## config.mk

```make
export PLATFORM = sky130hd
export DESIGN_NAME = calc_entry_ctrl
export DESIGN_NICKNAME = d
export VERILOG_FILES = /design/src/rtl/calc_entry_ctrl.sv
export SDC_FILE = /design/constraint.sdc
export NUM_CORES = 1
export LEC_CHECK = 0
export CORE_ASPECT_RATIO = 1.1
export CORE_MARGIN = 3
export CORE_UTILIZATION = 25
export DETAILED_ROUTE_END_ITERATION = 8
export HOLD_SLACK_MARGIN = 0.06
export PLACE_DENSITY = 0.37
export SETUP_SLACK_MARGIN = 0.4
export SYNTH_ARGS = -nofsm -noshare
export SYNTH_HDL_FRONTEND = slang
export SYNTH_SLANG_ARGS = --single-unit
```

## constraint.sdc

```tcl
create_clock -name clk -period 8.7 [get_ports clk]
set_input_delay 1.74 -clock clk [delete_from_list [all_inputs] [get_ports clk]]
set_output_delay 1.74 -clock clk [all_outputs]
set_load 0.01 [all_outputs]
```

## src/rtl/calc_entry_ctrl.sv

```systemverilog
// Keypad calculator entry controller: accumulates two operands in hex or
// decimal radix, latches an operator and runs the start/done handshake
// with the ALU. All outputs are registered.
module calc_entry_ctrl #(
  parameter int WIDTH = 16
) (
  input  logic             clk,
  input  logic             reset,
  input  logic             boton,
  input  logic [4:0]       valor,
  input  logic             mode,
  input  logic             alu_done,
  output logic [WIDTH-1:0] operando1,
  output logic [WIDTH-1:0] operando2,
  output logic [4:0]       operador,
  output logic [1:0]       estado,
  output logic             start,
  output logic             key_reject
);

  localparam logic [1:0] S_OP1  = 2'd0;
  localparam logic [1:0] S_OP2  = 2'd1;
  localparam logic [1:0] S_EXEC = 2'd2;
  localparam logic [1:0] S_RES  = 2'd3;

  localparam logic [4:0] OP_NONE = 5'h18;
  localparam logic [4:0] K_EXE   = 5'h13;
  localparam logic [4:0] K_CE    = 5'h16;
  localparam logic [4:0] K_AC    = 5'h17;
  localparam logic [4:0] K_BKSP  = 5'h19;

  // op*R + d at WIDTH+4 bits; the x10 product is built from shifts.
  function automatic logic [WIDTH+3:0] digit_cand(input logic [WIDTH-1:0] op,
                                                  input logic [3:0] d,
                                                  input logic dec);
    logic [WIDTH+3:0] wide;
    logic [WIDTH+3:0] dext;
    wide = {4'b0000, op};
    dext = {{WIDTH{1'b0}}, d};
    if (dec) digit_cand = (wide << 3) + (wide << 1) + dext;
    else     digit_cand = (wide << 4) + dext;
  endfunction

  // A digit is legal for the radix and the result still fits in WIDTH bits.
  function automatic logic digit_fits(input logic [WIDTH+3:0] cand,
                                      input logic [3:0] d,
                                      input logic dec);
    digit_fits = (!dec || (d < 4'd10)) && (cand[WIDTH+3:WIDTH] == 4'd0);
  endfunction

  // Drop the least significant digit in the current radix.
  function automatic logic [WIDTH-1:0] backspace(input logic [WIDTH-1:0] op,
                                                 input logic dec);
    if (dec) backspace = op / WIDTH'(10);
    else     backspace = op >> 4;
  endfunction

  logic [1:0]       state, state_n;
  logic [WIDTH-1:0] op1_n, op2_n;
  logic [4:0]       opr_n;
  logic             start_n, rej_n;

  logic is_digit, is_oper, is_exe, is_ce, is_ac, is_bksp, is_known;
  logic [3:0]       d;
  logic [WIDTH+3:0] cand1, cand2;
  logic             fit1, fit2, d_ok;

  assign d        = valor[3:0];
  assign is_digit = boton && !valor[4];
  assign is_oper  = boton && ((valor == 5'h10) || (valor == 5'h11) || (valor == 5'h12) ||
                              (valor == 5'h14) || (valor == 5'h15));
  assign is_exe   = boton && (valor == K_EXE);
  assign is_ce    = boton && (valor == K_CE);
  assign is_ac    = boton && (valor == K_AC);
  assign is_bksp  = boton && (valor == K_BKSP);
  assign is_known = is_digit || is_oper || is_exe || is_ce || is_ac || is_bksp;

  assign cand1 = digit_cand(operando1, d, mode);
  assign cand2 = digit_cand(operando2, d, mode);
  assign fit1  = digit_fits(cand1, d, mode);
  assign fit2  = digit_fits(cand2, d, mode);
  // Starting from a cleared operand only the radix check can fail (WIDTH >= 4).
  assign d_ok  = !mode || (d < 4'd10);

  assign estado = state;

  // State register.
  always_ff @(posedge clk) begin
    if (reset) state <= S_OP1;
    else       state <= state_n;
  end

  // Next-state logic; AC wins over every other event including alu_done.
  always_comb begin
    state_n = state;
    if (is_ac) begin
      state_n = S_OP1;
    end else begin
      unique case (state)
        S_OP1:  if (is_oper) state_n = S_OP2;
        S_OP2: begin
          if (is_exe)                             state_n = S_EXEC;
          else if (is_ce && (operando2 == '0))    state_n = S_OP1;
        end
        S_EXEC: if (alu_done) state_n = S_RES;
        S_RES:  if (is_exe || is_ce || (is_digit && d_ok)) state_n = S_OP1;
        default: state_n = S_OP1;
      endcase
    end
  end

  // Next values of operands, operator and the start/reject pulses.
  always_comb begin
    op1_n   = operando1;
    op2_n   = operando2;
    opr_n   = operador;
    start_n = 1'b0;
    rej_n   = 1'b0;
    if (is_ac) begin
      op1_n = '0;
      op2_n = '0;
      opr_n = OP_NONE;
    end else begin
      unique case (state)
        S_OP1: begin
          if (is_digit) begin
            if (fit1) op1_n = cand1[WIDTH-1:0];
            else      rej_n = 1'b1;
          end
          if (is_bksp) op1_n = backspace(operando1, mode);
          if (is_ce)   op1_n = '0;
          if (is_oper) opr_n = valor;
          if (is_exe)  rej_n = 1'b1;
        end
        S_OP2: begin
          if (is_digit) begin
            if (fit2) op2_n = cand2[WIDTH-1:0];
            else      rej_n = 1'b1;
          end
          if (is_bksp) op2_n = backspace(operando2, mode);
          if (is_oper) opr_n = valor;
          if (is_ce) begin
            if (operando2 != '0) op2_n = '0;
            else                 opr_n = OP_NONE;
          end
          if (is_exe) start_n = 1'b1;
        end
        S_EXEC: begin
          // Operands are frozen while the ALU works; only AC gets through.
          if (is_known) rej_n = 1'b1;
        end
        S_RES: begin
          if (is_exe || is_ce) begin
            op1_n = '0;
            op2_n = '0;
            opr_n = OP_NONE;
          end
          if (is_digit) begin
            if (d_ok) begin
              op1_n = WIDTH'(d);
              op2_n = '0;
              opr_n = OP_NONE;
            end else begin
              rej_n = 1'b1;
            end
          end
          if (is_oper || is_bksp) rej_n = 1'b1;
        end
        default: ;
      endcase
    end
  end

  // Output registers.
  always_ff @(posedge clk) begin
    if (reset) begin
      operando1  <= '0;
      operando2  <= '0;
      operador   <= OP_NONE;
      start      <= 1'b0;
      key_reject <= 1'b0;
    end else begin
      operando1  <= op1_n;
      operando2  <= op2_n;
      operador   <= opr_n;
      start      <= start_n;
      key_reject <= rej_n;
    end
  end

endmodule

```

==> impl_metrics.ini, run 1 <==
[status]
status = complete, no violations

[yosys]
async_reset_ff_share_pct = 0
synth-seq-cells = 41
netlist_area_mm2 = 0.007963
synth_fp_nets = 1193
synthFlopType = dfxtp_1
syn_avg_cell_area_um2 = 7.167
syn_inst = 1111
synthAdderAreaFrac_pct = 12.07
synth_warnings = 0
synth_xor_area_share_pct = 3.504
synth_compound_area_share_pct = 37.41
synth_top_family_by_area = compound AO/OA/AOI/OAI gates
ys_seq_area_share_pct = 10.31
synth_edf_count = 0
synth-simple-area-share_pct = 25.35
ys_types = 114
synth.mux.area_fraction_pct = 4.463

[route]
drc = 0
via_count = 8478
viasPerCell = 5.545
wl_per_cell_um = 19.16
drt_iter0_drc = 495
wl_um = 29300
antenna_left = 0
first_pass_iters = 5

[critical_path]
slowest_stage = fa_1
startpoint = valor[3]
r2r_start = operando2[13]
crit_path_cell_trace = clkdlybuf4s50_1 > fa_1 > inv_1 > fa_1 > nor2b_1 > o21ai_0 > a21boi_0 > o21ai_0 > a21boi_0 > o21ai_0 > a21boi_0 > o21ai_0 > a21boi_0 > o41ai_1 > or3_1 > a21oi_1 > nor2_1 > or4_1 > a21oi_1
cp-start-kind = input pin
critPathTopFamily = compound AO/OA/AOI/OAI gates
cp_slowest_stage_delay_ns = 0.65
worst-path-buf-inv = 2
cp-end-kind = flip-flop
crit_arrival_ns = 6.88
cp_data_required_time_ns = 8.93
cp_max_fo = 8
critPathKind = in -> reg

[placed_design]
pre_cts_ws_ns = 1.726
numPortBuffers = 50
numPlacedInstances = 1521
routabilityCongestion = 0.7984
place_hpwl_um = 21210

[cells_and_area]
final_common_cell = nor2_1
synthToLayoutAreaGrowth_pct = 12.18
regArea_um2 = 820.8
multi_input_area_mm2 = 0.006599
final_cells = 1529
fin_nets = 1196
fillers = 3409
drive_gt1_share_pct = 8.430
diodes = 0
final_cell_mix = nor2_1 (119), a21oi_1 (95), nand2_1 (81), o21ai_0 (72), ha_1 (68)

[power]
total_power_w = 0.0006997
vdd_drop_max_v = 0.00006513
power.leakage_nw = 3.355
p_per_area_mw_per_mm2 = 78.34

[global_routing]
grt_pass1_wl_um = 47120
grt_pass1_vias = 8141
antenna_found_initial = 0
grt_max_degree = 40
track_usage_pct = 16.85
grt-ovfl-total = 0

[die]
fp.dieW_um = 176.2
start_util_pct = 25.74
pin_count = 51
rows = 67
core_area_mm2 = 0.03093
die_area_mm2 = 0.03403
die_y_um = 193.2

[clock_network]
post-cts-setup-buffer-count = 0
cts_tree = yes
cts_sinks = 41
cts_hold_buf = 0
htreeDepth = 2
clk_path_buf_depth = 2
ctsResizeCount = 0
clk_latency_ns = 0.30
cts_root_buf = clkbuf_16
cts.clk_slew.worst_paths_ns = 0.06
cts-buffers-inserted = 5

[job]
maxCapViolCount = 0

[worst_hold_path]
min-delay-start = operador[4]
min_path_type = reg -> reg

[sta]
fin_crit_ns = 6.659
max_freq_mhz = 150.2
rsz0062_at_grt = false
finalSetupTns_ns = 0
post-route-period-util_pct = 76.54
setup_ws_ns = 2.041
slew_headroom_pct = 21.61
setup_viol = 0
fin_skew_ns = 0.008066
slew_viol_final = 0
worstMarginPinSlew_ns = 1.176
hold_viol = 0
==> registers in the layout (all words and copies together) (netlist names), named ones only <==
name	count
operando1	16
operador	5
key_reject	1
estado	1
operando2	16
start	1
==> cell type report <==
class,instances,area share [%]
inverters,46,1.933
flip-flops and latches,41,9.189
clock inverters,2,0.1121
repair buffers,75,7.648
clock buffers,6,1.443
well taps,414,5.799
multi-input cells,945,73.88
==> Yosys cell counts (16+ instances only) <==
cell type | n | area, µm²
nor3_1 | 33 | 165.2
nand3_1 | 31 | 155.2
xnor2_1 | 25 | 219.0
dfxtp_1 | 41 | 820.8
mux2i_1 | 25 | 250.2
clkbuf_1 | 45 | 168.9
nand2b_1 | 16 | 100.1
nand2_1 | 81 | 304.0
o211ai_1 | 23 | 172.7
a21oi_1 | 95 | 475.5
inv_1 | 42 | 157.7
buf_2 | 16 | 80.08
nor2_1 | 119 | 446.7
o21ai_0 | 72 | 360.4
ha_1 | 68 | 850.8
==> per-layer routing <==
layer  part of all wire (%)  up-vias  global-route usage, %
li1                       -     4240                      -
met1                     47     4103                  22.69
met2                     50      122                  30.66
met3                    2.0       13                 0.8030
met4                   0.72        0                  2.071
met5                      0        -                      0
==> kinds of logic after synthesis <==
logic type	Yosys count
buf+inv	125
xor+xnor	31
fa+ha+maj	75
flops	41
compound gates	413
mux	32
simple gates	394
==> worst reg2reg max path: cells and delay by family (launching register included) <==
family                 cells  cell delay, ns
muxes                      1            0.30
AOI/OAI and AO/OA         12            4.11
and+or+nand+nor            2            0.52
DFF                        1            0.31
buffers and inverters      1            0.28
==> report_power, final <==
part	internal [W]	switching (W)	total (W)
clock	0.000106	0.0000842	0.000190
combinational	0.000117	0.000182	0.000298
sequential	0.000195	0.0000167	0.000211
total	0.000417	0.000282	0.000700
==> through the flow <==
stage | area (µm²) | hold slack (ns) | utilization [%]
floorplan | 7963 | 0.4936 | -
global placement | 8793 | 0.4491 | 28.43
detailed placement | 8793 | 0.4474 | 28.43
CTS | 8932 | 0.4629 | 28.88
global route | 8932 | 0.5223 | 28.88
finish | 8932 | 0.4547 | 28.88
==> path summary, 6_finish.rpt <==
kind | end | slack, ns | cells after the start
worst max-delay path | operando1[10] | 2.04 | 19
worst min-delay path | operador[4] | 0.45 | 2
worst max register to register | operando2[0] | 3.11 | 16
worst min register to register | operador[4] | 0.45 | 2
(Power assumes the default switching activity.)
==> inputs of run 2 (changes only) <==
==> constraint.sdc (replaced) <==
create_clock -name clk -period 6.9 [get_ports clk]
set_input_delay 1.38 -clock clk [delete_from_list [all_inputs] [get_ports clk]]
set_output_delay 1.38 -clock clk [all_outputs]
set_load 0.01 [all_outputs]
==> impl_metrics.ini, run 2 (synthesis results as in run 1) <==
[die]
core_area_mm2 = 0.03093
pin_count = 51
start_util_pct = 25.74
rows = 67
fp.dieW_um = 176.2
die_area_mm2 = 0.03403
die_y_um = 193.2

[critical_path]
crit_path_cell_trace = clkdlybuf4s50_1 > buf_4 > fa_1 > fa_1 > a21o_1 > a21oi_1 > o21bai_1 > a21oi_1 > o21bai_1 > a21oi_1 > o211ai_1 > a211oi_1 > a311oi_1 > o21ai_0 > nand2_1 > a21o_1 > o2bb2ai_1 > a2111oi_2 > a31oi_1
cp_slowest_stage_delay_ns = 0.53
crit_arrival_ns = 6.19
cp-end-kind = flip-flop
critPathTopFamily = compound AO/OA/AOI/OAI gates
reg2reg_depth = 15
critPathKind = in -> reg
r2r-end = operando2[0]
cp_max_fo = 10
cp-start-kind = input pin
slowest_stage = fa_1
r2r_start = operando2[13]
worst-path-buf-inv = 2
crit_top_cell = a21oi_1
cp_data_required_time_ns = 7.06
reg2reg_slack_ns = 1.17

[power]
p_per_area_mw_per_mm2 = 101.8
p_int_w = 0.0005620
p_sw_w = 0.0003534
switching_share_pct = 38.61
p_comb_share_pct = 41.0
power.leakage_nw = 3.379
pwr-share-seq_pct = 29.5
p_clk_share_pct = 29.5
vdd_drop_max_v = 0.00007372

[placed_design]
routabilityCongestion = 0.7732
place_hpwl_um = 21420
place_area_mm2 = 0.008816
pre_cts_ws_ns = 0.1059
numPortBuffers = 50

[sta]
post-route-period-util_pct = 87.46
finalSetupTns_ns = 0
setup_viol = 0
rsz0062_at_grt = false
hold_viol = 0
setup_ws_ns = 0.8652
fin_skew_ns = 0.01115
worstMarginPinSlew_ns = 1.208
slew_viol_final = 0
max_freq_mhz = 165.7
hold_ws_ns = 0.4666
slew_headroom_pct = 19.49
fin_crit_ns = 6.035

[global_routing]
grt_pass1_wl_um = 47090
track_usage_pct = 16.76
grt_pass1_vias = 8372
grt_max_degree = 48
grt-ovfl-total = 0
antenna_found_initial = 0

[cells_and_area]
stdcell_area_mm2 = 0.008991
final_cell_mix = nor2_1 (119), a21oi_1 (93), nand2_1 (81), o21ai_0 (72), ha_1 (68)
top_regs = operando1 x16, operando2 x16, operador x5
fin_nets = 1199
fin_util_pct = 29.07
regArea_um2 = 820.8
diodes = 0
drive_gt1_share_pct = 8.863
multi_input_area_mm2 = 0.006614
fillers = 3424
final_common_cell = nor2_1
synthToLayoutAreaGrowth_pct = 12.92

[route]
viasPerCell = 5.534
wl_um = 29030
antenna_left = 0
wl_per_cell_um = 18.96
drc = 0
drt_iter0_drc = 495
first_pass_iters = 4
via_count = 8473

[clock_network]
htreeDepth = 2
clk_path_buf_depth = 2
cts_root_buf = clkbuf_16
cts_sinks = 41
cts.clk_slew.worst_paths_ns = 0.06
cts_tree = yes
clk_latency_ns = 0.29
cts-buffers-inserted = 5

[job]
maxCapViolCount = 0

[worst_hold_path]
min_to = operador[4]
min_path_type = reg -> reg
hold_path_depth = 2
min-delay-start = operador[4]

[status]
status = complete, no violations
==> run 2: layout make-up <==
type	count	area share (%)
clock buffer	5	1.392
timing repair buffer	78	7.849
inverter	46	1.920
tap	414	5.761
clock inverter	2	0.3896
sequential	41	9.129
multi-input combinational	945	73.56
==> run 2: metrics by stage <==
step	instances	total power (W)
2_1_floorplan	1111	0.0005388
3_3_place_gp	1524	0.0006534
3_5_place_dp	1524	0.0006482
4_1_cts	1531	0.0009220
5_1_grt	1531	0.0009757
6_report	1531	0.0009154
==> run 2: power groups by stage <==
| stage | clock [W] | sequential [W] | combinational (W) |
|---|---|---|---|
| after CTS | 0.000276 | 0.000271 | 0.000376 |
| after detailed placement | 0 | 0.000276 | 0.000372 |
| after floorplan | 0 | 0.000265 | 0.000273 |
| after global placement | 0 | 0.000276 | 0.000377 |
| final | 0.000270 | 0.000270 | 0.000375 |
| after global routing | 0.000285 | 0.000273 | 0.000418 |
==> run 2: worst reg2reg max path, stage by stage (launching register included) <==
cell	delay (ns)
dfxtp_1	0.69
nor2b_1	0.58
nor3_1	0.19
a211o_1	0.41
nor2_1	0.31
a221oi_2	0.08
o221ai_1	0.94
o21ai_1	0.29
a211oi_2	0.39
o211a_1	0.45
o31ai_1	0.17
a2111oi_0	0.45
o31a_1	0.23
a211oi_2	0.06
or2_1	0.25
a31oi_1	0.14
==> run 2: timing repair <==
| action | in CTS | in global routing |
|---|---|---|
| pin swaps | 0 | 0 |
| gates resized for setup | 1 | 3 |
| setup buffers | 0 | 0 |
| setup endpoints to repair | 1 | 2 |
| endpoints found under the hold margin | 0 | 0 |
| hold buffers | 0 | 0 |
==> run 2: worst max-delay path by stage <==
stage / slack [ns] / end / startpoint / depth (start not counted)
after detailed placement: 0.11 / operando1[0] / valor[3] / 19
after global routing: 0.41 / operando2[0] / valor[3] / 19
final: 0.87 / operando2[0] / valor[3] / 19
after global placement: 0.19 / operando1[0] / valor[3] / 19
after CTS: 0.73 / operando1[10] / valor[3] / 19
after floorplan: 1.61 / operando1[10] / valor[3] / 18
==> run 2: metal layers <==
layer	up-vias	GRT usage, %	part of all wire [%]
met5	-	0	0
met2	106	30.90	51
met1	4105	22.00	47
met4	0	2.528	0.94
met3	19	0.8813	1.4
li1	4243	-	-
==> inputs of run 3 (changes only) <==
--- a/config.mk
+++ b/config.mk
@@ -7,10 +7,10 @@
 export LEC_CHECK = 0
 export CORE_ASPECT_RATIO = 1.1
 export CORE_MARGIN = 3
-export CORE_UTILIZATION = 25
+export CORE_UTILIZATION = 60
 export DETAILED_ROUTE_END_ITERATION = 8
 export HOLD_SLACK_MARGIN = 0.06
-export PLACE_DENSITY = 0.37
+export PLACE_DENSITY = 0.78
 export SETUP_SLACK_MARGIN = 0.4
 export SYNTH_ARGS = -nofsm -noshare
 export SYNTH_HDL_FRONTEND = slang
==> impl_metrics.ini, run 3 (synthesis results as in run 1) <==
[global_routing]
grt-ovfl-total = 0
antenna_found_initial = 0
track_usage_pct = 30.61
grt_max_degree = 73
grt_pass1_vias = 7961
grt_pass1_wl_um = 38510
busiest_layer = met2
met1_usage_pct = 40.08
met2_usage_pct = 51.71
grtUsageMet3_pct = 3.387

[cells_and_area]
final_cell_mix = nor2_1 (119), a21oi_1 (94), nand2_1 (80), o21ai_0 (72), ha_1 (68)
top_regs = operando1 x16, operando2 x16, operador x5
synthToLayoutAreaGrowth_pct = 7.590
fin_nets = 1185
drive_gt1_share_pct = 7.790
stdcell_area_mm2 = 0.008567
diodes = 0
final_common_cell = nor2_1

[placed_design]
routabilityCongestion = 0.9601
place_area_mm2 = 0.008389
place_hpwl_um = 16560
numPortBuffers = 50

[route]
drc = 0
antenna_left = 0
drt_iter0_drc = 710
first_pass_iters = 5
wl_um = 23000
wl_per_cell_um = 18.24
viasPerCell = 6.924
via_count = 8731

[die]
die_area_mm2 = 0.01469
pin_count = 51
core_area_mm2 = 0.01280
start_util_pct = 62.18
fp.dieW_um = 115.8
rows = 43
die_y_um = 126.8

[clock_network]
cts_sinks = 41
clk_path_buf_depth = 2
cts_tree = yes
cts.clk_slew.worst_paths_ns = 0.06
clk_latency_ns = 0.29
ctsResizeCount = 0
cts_root_buf = clkbuf_16
cts-buffers-inserted = 5
cts_hold_buf = 0
htreeDepth = 2
post-cts-setup-buffer-count = 0

[critical_path]
reg2reg_depth = 15
cp_data_required_time_ns = 7.07
cp_max_fo = 12
crit_top_cell = a21oi_1
crit_arrival_ns = 6.14
cp-start-kind = input pin
slowest_stage = fa_1
critPathTopFamily = compound AO/OA/AOI/OAI gates
cp-end-kind = flip-flop
critPathKind = in -> reg
worst-path-buf-inv = 2
reg2reg_slack_ns = 1.14
crit_cells = 19
crit_path_cell_trace = clkdlybuf4s50_1 > buf_4 > fa_1 > fa_1 > a21o_1 > a21oi_1 > o21bai_1 > a21oi_1 > o21bai_1 > a21oi_1 > o211ai_1 > a211oi_1 > a311oi_1 > o21ai_0 > nand2_2 > a21o_1 > o2bb2ai_1 > a2111oi_2 > a31oi_1
cp_slowest_stage_delay_ns = 0.53

[power]
p_comb_share_pct = 39.3
p_clk_share_pct = 30.5
vdd_drop_max_v = 0.0001005
pwr-share-seq_pct = 30.3
p_int_w = 0.0005616
p_per_area_mw_per_mm2 = 105.2
p_sw_w = 0.0003395
switching_share_pct = 37.68
power.leakage_nw = 3.307

[worst_hold_path]
hold_path_depth = 2
min_path_type = reg -> reg

[sta]
slew_headroom_pct = 26.67
finalSetupTns_ns = 0
slew_viol_final = 0
hold_viol = 0
max_freq_mhz = 167.5
fin_crit_ns = 5.970
worstMarginPinSlew_ns = 1.100
hold_ws_ns = 0.4620
post-route-period-util_pct = 86.52
setup_viol = 0
rsz0062_at_grt = false
fin_skew_ns = 0.006213

[status]
status = complete, no violations

[job]
maxCapViolCount = 0
-- run 3: changes by cell type in the layout (fill, tap and decap cells not counted), sizes merged --
cell      change
clkinvlp      +1
buf          -14
-- run 3: final timing paths --
check                                    from            to
worst min-delay path              operador[4]   operador[4]
worst max register to register  operando2[13]  operando2[0]
worst min register to register    operador[4]   operador[4]
worst max-delay path                 valor[3]  operando2[0]
-- run 3: cell type report --
| cell class | instances | area, µm² |
|---|---|---|
| clock buffers | 5 | 125.1 |
| repair buffers | 64 | 600.6 |
| clock inverters | 3 | 46.29 |
| flip-flops and latches | 41 | 820.8 |
| multi-input cells | 945 | 6605 |
| well taps | 157 | 196.4 |
| fillers | 1184 | 4238 |
| inverters | 46 | 172.7 |
-- run 3: per-stage QoR --
step / worst slack, ns / cells / util, % / total power [W]
after global routing: 0.4441 / 1261 / 66.90 / 0.0009488
after CTS: 0.6734 / 1261 / 66.86 / 0.0008925
after floorplan: 1.609 / 1111 / - / 0.0005388
after detailed placement: 0.3978 / 1253 / 65.52 / 0.0006230
after global placement: 0.5091 / 1253 / 65.52 / 0.0006181
final: 0.9303 / 1261 / 66.90 / 0.0009011
-- run 3: worst min-delay path, stage by stage (launching register included) --
cell,delay (ns)
dfxtp_1,0.33
nor2_1,0.05
o21ai_0,0.05
-- run 3: power by group through the flow --
| stage | combinational, W | clock, W | sequential [W] |
|---|---|---|---|
| 6_report | 0.000354 | 0.000274 | 0.000273 |
| 5_1_grt | 0.000389 | 0.000285 | 0.000275 |
| 4_1_cts | 0.000348 | 0.000272 | 0.000272 |
| 3_5_place_dp | 0.000345 | 0 | 0.000278 |
| 3_3_place_gp | 0.000341 | 0 | 0.000277 |
| 2_1_floorplan | 0.000273 | 0 | 0.000265 |
-- run 3: layer usage --
layer	vias up	wire, µm
li1	4213	-
met1	4111	9940
met2	337	11080
met3	70	1258
met4	0	730
met5	-	0
